$ cat src/rtl/uart_cmd_dispatcher.sv
// uart_cmd_dispatcher: buffers parsed UART commands and runs them one at a time on a register bus.
// Latency: in_ready edge seen at N, FIFO write at N+1, mst_req or rsp_valid high after N+2 when idle.
// Backpressure: response holds until rsp_ready; full FIFO drops the command and sets sticky overflow.
// Optional per-transaction timeout is compiled in with UART_DISPATCH_TIMEOUT_EN.

// uart_cmd_fifo: generic synchronous FIFO with occupancy count.
// Latency: pushed entry is visible at the head one cycle after the push.
// Backpressure: a push into a full FIFO is accepted only when a pop happens in the same cycle.
module uart_cmd_fifo #(
  parameter int WIDTH = 72,
  parameter int DEPTH = 4
) (
  input  logic                   clk,
  input  logic                   rst_n,
  input  logic                   i_push_vld,
  input  logic [WIDTH-1:0]       i_push_dat,
  input  logic                   i_pop_rdy,
  output logic [WIDTH-1:0]       o_head_dat,
  output logic                   o_empty,
  output logic                   o_full,
  output logic [$clog2(DEPTH):0] o_level
);
  localparam int AW = $clog2(DEPTH);

  logic [WIDTH-1:0] r_mem [DEPTH];
  logic [AW-1:0]    r_wr_ptr;
  logic [AW-1:0]    r_rd_ptr;
  logic [AW:0]      r_level;
  logic             w_wr_en;
  logic             w_rd_en;

  assign o_empty    = (r_level == '0);
  assign o_full     = (r_level == (AW+1)'(DEPTH));
  assign o_level    = r_level;
  assign o_head_dat = r_mem[r_rd_ptr];
  assign w_rd_en    = i_pop_rdy && !o_empty;
  assign w_wr_en    = i_push_vld && (!o_full || w_rd_en);

  always_ff @(posedge clk) begin
    if (w_wr_en) r_mem[r_wr_ptr] <= i_push_dat;
  end

  always_ff @(posedge clk or negedge rst_n) begin
    if (!rst_n) begin
      r_wr_ptr <= '0;
      r_rd_ptr <= '0;
      r_level  <= '0;
    end else begin
      if (w_wr_en) r_wr_ptr <= r_wr_ptr + 1'b1;
      if (w_rd_en) r_rd_ptr <= r_rd_ptr + 1'b1;
      case ({w_wr_en, w_rd_en})
        2'b10:   r_level <= r_level + 1'b1;
        2'b01:   r_level <= r_level - 1'b1;
        default: r_level <= r_level;
      endcase
    end
  end
endmodule

module uart_cmd_dispatcher #(
  parameter int DEPTH          = 4,
  parameter int TIMEOUT_CYCLES = 1024
) (
  input  logic                   clk,
  input  logic                   rst_n,
  input  logic                   in_ready,
  input  logic [31:0]            in_command,
  input  logic [31:0]            in_address,
  input  logic [31:0]            in_data,
  output logic                   mst_req,
  output logic                   mst_we,
  output logic [31:0]            mst_addr,
  output logic [31:0]            mst_wdata,
  input  logic                   mst_ack,
  input  logic [31:0]            mst_rdata,
  output logic                   rsp_valid,
  input  logic                   rsp_ready,
  output logic [7:0]             rsp_status,
  output logic [31:0]            rsp_address,
  output logic [31:0]            rsp_data,
  output logic [$clog2(DEPTH):0] fifo_level,
  output logic                   overflow
);
  localparam logic [7:0] OP_PING     = 8'h00;
  localparam logic [7:0] OP_WRITE    = 8'h01;
  localparam logic [7:0] OP_READ     = 8'h02;
  localparam logic [7:0] STS_OK      = 8'h00;
  localparam logic [7:0] STS_BAD_OP  = 8'h01;
  localparam logic [7:0] STS_TIMEOUT = 8'h02;

  if (DEPTH < 2 || DEPTH > 16 || (DEPTH & (DEPTH - 1)) != 0 || TIMEOUT_CYCLES < 1) begin : g_param_check
    $error("uart_cmd_dispatcher: DEPTH must be a power of two in 2..16 and TIMEOUT_CYCLES >= 1");
  end

  typedef struct packed {
    logic [7:0]  op;
    logic [31:0] addr;
    logic [31:0] data;
  } cmd_t;

  typedef enum logic [1:0] {ST_IDLE, ST_WAIT_ACK, ST_RESPOND} state_t;

  state_t      r_state, w_state_nxt;
  logic        r_in_ready_q;
  logic        r_push_vld;
  cmd_t        r_push_dat;
  cmd_t        w_head;
  logic        w_fifo_empty, w_fifo_full, w_pop, w_drop, w_tmo_hit;
  logic        r_overflow;
  logic        r_mst_req, r_mst_we;
  logic [31:0] r_mst_addr, r_mst_wdata;
  logic        r_rsp_valid;
  logic [7:0]  r_rsp_status;
  logic [31:0] r_rsp_address, r_rsp_data;
  logic        w_mst_req_nxt, w_mst_we_nxt, w_rsp_valid_nxt;
  logic [31:0] w_mst_addr_nxt, w_mst_wdata_nxt, w_rsp_address_nxt, w_rsp_data_nxt;
  logic [7:0]  w_rsp_status_nxt;
  logic        w_unused_cmd_hi;

  // Only the opcode byte of the command word carries meaning.
  assign w_unused_cmd_hi = ^in_command[31:8];

  // Edge detect and capture in one step so the parser need not hold its words.
  always_ff @(posedge clk or negedge rst_n) begin
    if (!rst_n) begin
      r_in_ready_q <= 1'b0;
      r_push_vld   <= 1'b0;
      r_push_dat   <= '0;
      r_overflow   <= 1'b0;
    end else begin
      r_in_ready_q <= in_ready;
      r_push_vld   <= in_ready && !r_in_ready_q;
      if (in_ready && !r_in_ready_q) r_push_dat <= {in_command[7:0], in_address, in_data};
      if (w_drop) r_overflow <= 1'b1;
    end
  end

  assign w_drop = r_push_vld && w_fifo_full && !w_pop;

  uart_cmd_fifo #(
    .WIDTH ($bits(cmd_t)),
    .DEPTH (DEPTH)
  ) u_fifo (
    .clk        (clk),
    .rst_n      (rst_n),
    .i_push_vld (r_push_vld),
    .i_push_dat (r_push_dat),
    .i_pop_rdy  (w_pop),
    .o_head_dat (w_head),
    .o_empty    (w_fifo_empty),
    .o_full     (w_fifo_full),
    .o_level    (fifo_level)
  );

`ifdef UART_DISPATCH_TIMEOUT_EN
  localparam int TW = $clog2(TIMEOUT_CYCLES + 1);
  logic [TW-1:0] r_tmo_cnt;

  // Held at zero outside WAIT_ACK, so every entry starts a fresh count.
  always_ff @(posedge clk or negedge rst_n) begin
    if (!rst_n)                     r_tmo_cnt <= '0;
    else if (r_state != ST_WAIT_ACK) r_tmo_cnt <= '0;
    else                            r_tmo_cnt <= r_tmo_cnt + 1'b1;
  end

  assign w_tmo_hit = (r_state == ST_WAIT_ACK) && (r_tmo_cnt == TW'(TIMEOUT_CYCLES - 1));
`else
  assign w_tmo_hit = 1'b0;
`endif

  always_ff @(posedge clk or negedge rst_n) begin
    if (!rst_n) r_state <= ST_IDLE;
    else        r_state <= w_state_nxt;
  end

  always_comb begin
    w_state_nxt       = r_state;
    w_pop             = 1'b0;
    w_mst_req_nxt     = r_mst_req;
    w_mst_we_nxt      = r_mst_we;
    w_mst_addr_nxt    = r_mst_addr;
    w_mst_wdata_nxt   = r_mst_wdata;
    w_rsp_valid_nxt   = r_rsp_valid;
    w_rsp_status_nxt  = r_rsp_status;
    w_rsp_address_nxt = r_rsp_address;
    w_rsp_data_nxt    = r_rsp_data;
    case (r_state)
      ST_IDLE: begin
        if (!w_fifo_empty) begin
          w_pop             = 1'b1;
          w_rsp_address_nxt = w_head.addr;
          if (w_head.op == OP_WRITE || w_head.op == OP_READ) begin
            w_mst_req_nxt   = 1'b1;
            w_mst_we_nxt    = (w_head.op == OP_WRITE);
            w_mst_addr_nxt  = w_head.addr;
            w_mst_wdata_nxt = w_head.data;
            w_state_nxt     = ST_WAIT_ACK;
          end else begin
            w_rsp_valid_nxt  = 1'b1;
            w_rsp_status_nxt = (w_head.op == OP_PING) ? STS_OK : STS_BAD_OP;
            w_rsp_data_nxt   = (w_head.op == OP_PING) ? w_head.data : 32'h0;
            w_state_nxt      = ST_RESPOND;
          end
        end
      end
      ST_WAIT_ACK: begin
        // Ack takes priority over a timeout expiring in the same cycle.
        if (mst_ack) begin
          w_mst_req_nxt    = 1'b0;
          w_rsp_valid_nxt  = 1'b1;
          w_rsp_status_nxt = STS_OK;
          w_rsp_data_nxt   = r_mst_we ? r_mst_wdata : mst_rdata;
          w_state_nxt      = ST_RESPOND;
        end else if (w_tmo_hit) begin
          w_mst_req_nxt    = 1'b0;
          w_rsp_valid_nxt  = 1'b1;
          w_rsp_status_nxt = STS_TIMEOUT;
          w_rsp_data_nxt   = 32'h0;
          w_state_nxt      = ST_RESPOND;
        end
      end
      ST_RESPOND: begin
        if (rsp_ready) begin
          w_rsp_valid_nxt = 1'b0;
          w_state_nxt     = ST_IDLE;
        end
      end
      default: w_state_nxt = ST_IDLE;
    endcase
  end

  always_ff @(posedge clk or negedge rst_n) begin
    if (!rst_n) begin
      r_mst_req     <= 1'b0;
      r_mst_we      <= 1'b0;
      r_mst_addr    <= '0;
      r_mst_wdata   <= '0;
      r_rsp_valid   <= 1'b0;
      r_rsp_status  <= '0;
      r_rsp_address <= '0;
      r_rsp_data    <= '0;
    end else begin
      r_mst_req     <= w_mst_req_nxt;
      r_mst_we      <= w_mst_we_nxt;
      r_mst_addr    <= w_mst_addr_nxt;
      r_mst_wdata   <= w_mst_wdata_nxt;
      r_rsp_valid   <= w_rsp_valid_nxt;
      r_rsp_status  <= w_rsp_status_nxt;
      r_rsp_address <= w_rsp_address_nxt;
      r_rsp_data    <= w_rsp_data_nxt;
    end
  end

  assign mst_req     = r_mst_req;
  assign mst_we      = r_mst_we;
  assign mst_addr    = r_mst_addr;
  assign mst_wdata   = r_mst_wdata;
  assign rsp_valid   = r_rsp_valid;
  assign rsp_status  = r_rsp_status;
  assign rsp_address = r_rsp_address;
  assign rsp_data    = r_rsp_data;
  assign overflow    = r_overflow;
endmodule

$ cat config.mk
export PLATFORM = sky130hd
export DESIGN_NAME = uart_cmd_dispatcher
export DESIGN_NICKNAME = d
export VERILOG_FILES = /design/src/rtl/uart_cmd_dispatcher.sv
export SDC_FILE = /design/constraint.sdc
export NUM_CORES = 1
export LEC_CHECK = 0
export CAP_MARGIN = 20
export CORE_UTILIZATION = 55
export CTS_BUF_LIST = sky130_fd_sc_hd__clkbuf_8 sky130_fd_sc_hd__clkbuf_16
export CTS_CLUSTER_DIAMETER = 80
export DETAILED_ROUTE_END_ITERATION = 10
export PLACE_DENSITY = 0.8
export SLEW_MARGIN = 20
export SYNTH_ARGS = -nofsm -noshare
export SYNTH_HDL_FRONTEND = slang
export SYNTH_HIERARCHICAL = 1
export SYNTH_SLANG_ARGS = --single-unit
$ cat constraint.sdc
create_clock -name clk -period 8.4 [get_ports clk]
set_clock_uncertainty 0.15 [all_clocks]
set_input_delay 2.1 -clock clk [delete_from_list [all_inputs] [get_ports clk]]
set_output_delay 2.1 -clock clk [all_outputs]
set_load 0.01 [all_outputs]
==> results.md <==
* Maximum clock path buffer count at 3
* Number of fill cells at 2,277
* TritonCTS clock tree: yes
* Crit path required time at 6.15 ns
* RSZ-0062 raised after global routing: false
* Post-synth EDFFs at 288
* Pin count of the biggest net entering global routing at 114
* Die extent in y at 190.1 um
* Effective utilization at floorplan at 56.06%
* Yosys cell types at 46
* CTS sink count at 504
* Largest stage delay, worst path at 0.77 ns
* Mean instance size in the synthesized netlist at 18.86 um^2
* Buffers inserted by post-CTS timing repair at 0
* Area leader, netlist: sky130_fd_sc_hd__edfxtp_1
* Count of yosys warnings during synthesis at 6
* Smallest setup slack after layout at 4.019 ns
* Worst ir drop on vdd at 0.0002370 V
* Worst hold slack at 0.3212 ns
* Clock-pin slew reported for the worst setup and hold paths after clock tree synthesis at 0.06 ns
* Worst slew margin relative to its limit at 30.63%
* Number of I/O port buffers at 244
* Number of max-slew violations in the final report at 0
* Via/cell ratio at 5.604
* Startpoint class of the critical path: flop
* DRC Markers at 0
* Type of the worst setup path: flop to primary output
* DP HPWL at 23,020 um
* Final critical path time including I/O delays and setup at 4.381 ns
* Cell types occupying the most area after synthesis: sky130_fd_sc_hd__edfxtp_1 44%, sky130_fd_sc_hd__dfrtp_1 28%, sky130_fd_sc_hd__mux4_2 8.3%
* Horizontal die dimension at 190.1 um
* Utilization after layout at 69.16%
* Placed instance area at 22,290 um^2
* Core Area at 34,710 um^2
* Wire length reported by the detailed router at 39,350 um
* Antenna violations before repair at 4
* Final nets at 1,429
* Most frequent standard cell in the layout excluding fill and tap cells: sky130_fd_sc_hd__edfxtp_1
* Total Negative Setup Slacks at 0 ns
* Data arrival time of the critical path at 2.13 ns
* Timing-limited maximum frequency at 0.2283 GHz
* Primary flip-flop cell chosen by synthesis mapping: sky130_fd_sc_hd__edfxtp_1
* First-pass iteration count of the detailed router at 4
* H-tree level count at 2
* Buffer type at the clock tree root: sky130_fd_sc_hd__clkbuf_16
* Cell count after synthesis at 1,032
* Count of non-filler cells in the finished layout at 1,789
* Hold-fix buffer count after cts at 0
* Via count of the first global-routing pass at 10,780
* Overall Global Routing Usage at 22.47%
* MaxCap Viol Count at 0
* Post-Layout Inst Area at 24,010 um^2
* Number of top-level design ports at 276
* Average detailed-routed wire length per instance at 22.00 um
* Dpl cells at 1,691
* Number of nets with antenna violations after detailed routing at 0
* Final setup violation count at 0
* Global route total overflow at 0
* Overall power consumption at 7.679 mW
* Sequence of cells on the critical path: buf_16, clkdlybuf4s50_1
* Layout cells sized above 1 at 21.77%
* Number of buffers created by CTS at 50
* Detailed Route Iter0 Violations at 448
* Global-route wire length before repair at 61,180 um
* Seq cells post-synth at 504
* Critical-path top delay cell: sky130_fd_sc_hd__dfrtp_2
* Critical path peak fanout at 18
* Place WS at 3.835 ns
* Ys async rst share at 42.86%
* Worst Tran Pin Value at 1.041 ns
* Commonest cells after routing, fill and taps aside: 288 x sky130_fd_sc_hd__edfxtp_1, 243 x sky130_fd_sc_hd__clkdlybuf4s50_1, 213 x sky130_fd_sc_hd__dfrtp_1, 101 x sky130_fd_sc_hd__nand2_1, 89 x sky130_fd_sc_hd__mux2_2
* Share of synthesized area occupied by flip-flops and latches at 72.21%
* Static leakage power at 9.205 nW
* Area of the multi-input gates at 5070 um^2
* Routability Congestion at 0.7628
* Area delta synth->final at 23.36%
* Period utilisation layout at 52.16%
* Insertion delay to the later sink of the worst-skew pair at 0.55 ns
* Hold Violations, Final at 0
* Reg area at 14,060 um^2
* Synth top area share at 44.44%
* Power per unit of standard cell area at 319.9 nW/um^2
* Type of element capturing the critical path: primary output
* Outcome: completed
* Total number of placement rows at 68
* Die outline area at 36,140 um^2
* Vias after detailed routing at 10,030
* Synthesized area at 19,460 um^2
* Total of cells resized after clock tree synthesis at 0
* Class of the tightest hold or removal check: flop to flop
## Yosys cell counts (3+ instances only)
master / count
sky130_fd_sc_hd__buf_2: 8
sky130_fd_sc_hd__dfrtp_1: 216
sky130_fd_sc_hd__mux2_2: 89
sky130_fd_sc_hd__mux4_2: 72
sky130_fd_sc_hd__inv_1: 8
sky130_fd_sc_hd__o21ai_0: 3
sky130_fd_sc_hd__buf_6: 9
sky130_fd_sc_hd__o2bb2ai_1: 32
sky130_fd_sc_hd__and2_2: 4
sky130_fd_sc_hd__xor2_1: 4
sky130_fd_sc_hd__buf_1: 12
sky130_fd_sc_hd__edfxtp_1: 288
sky130_fd_sc_hd__nand2_1: 102
sky130_fd_sc_hd__xnor2_1: 3
sky130_fd_sc_hd__buf_4: 13
sky130_fd_sc_hd__nand2b_1: 3
sky130_fd_sc_hd__mux2i_1: 33
sky130_fd_sc_hd__clkbuf_1: 16
sky130_fd_sc_hd__mux2_4: 20
sky130_fd_sc_hd__a21oi_1: 3
sky130_fd_sc_hd__mux2_1: 60
sky130_fd_sc_hd__ha_1: 5
sky130_fd_sc_hd__nor2_1: 4
## final timing paths
| kind | slack, ns | end | start | cells past startpoint |
|---|---|---|---|---|
| setup reg to reg | 4.04 | mst_wdata[26] | u_fifo/o_level[0] | 7 |
| max in group asynchronous | 5.11 | mst_wdata[11] | rst_n | 2 |
| hold / removal | 0.32 | rsp_address[26] | rsp_address[26] | 2 |
| min in group asynchronous | 1.42 | r_push_dat[42] | rst_n | 1 |
| hold reg to reg | 0.32 | rsp_address[26] | rsp_address[26] | 2 |
| setup / recovery | 4.02 | mst_we | mst_we | 2 |
## kinds of logic after synthesis
| logic type | Yosys count | synth area share [%] |
|---|---|---|
| DFF | 504 | 72.21 |
| muxes | 274 | 20.19 |
| and+or+nand+nor | 125 | 2.803 |
| buffers and inverters | 67 | 1.942 |
| AOI/OAI and AO/OA | 48 | 2.089 |
| xor gates and xnor gates | 7 | 0.3150 |
| adders and majority gates | 6 | 0.4243 |
| other | 1 | 0.01927 |
## per-layer routing
layer | GRT usage (%) | share of wire [%]
met1 | 28.82 | 41
met2 | 38.77 | 51
met3 | 4.612 | 5.4
met4 | 6.607 | 2.4
met5 | 0 | 0.066
## cell type report
class | instances | share of cell area (%)
Clock buffer | 55 | 5.545
Inverter | 9 | 0.1407
Clock inverter | 39 | 1.381
Antenna cell | 2 | 0.02085
Timing Repair Buffer | 258 | 10.85
Sequential cell | 504 | 58.57
Multi-Input combinational cell | 467 | 21.12
Tap cell | 455 | 2.371
## sequential cells by signal, indices dropped and copies added (netlist names), 2 cells and up
signal           count
mst_addr            32
mst_wdata           32
r_push_dat          72
r_state              2
rsp_address         32
rsp_data            32
u_fifo/o_level       3
u_fifo/r_mem       288
u_fifo/r_rd_ptr      2
u_fifo/r_wr_ptr      2
## worst max-delay path, delay by kind of cell (launching register included)
kind	cells	cell delay [ns]
flops	1	0.77
buf+inv	2	0.81
## where the power goes
group | switching (mW) | internal [mW] | total (mW)
Combinational | 0.972 | 1.05 | 2.02
Clock | 0.912 | 1.29 | 2.21
Sequential | 0.324 | 3.13 | 3.45
Power figures use the tool's default switching activity.
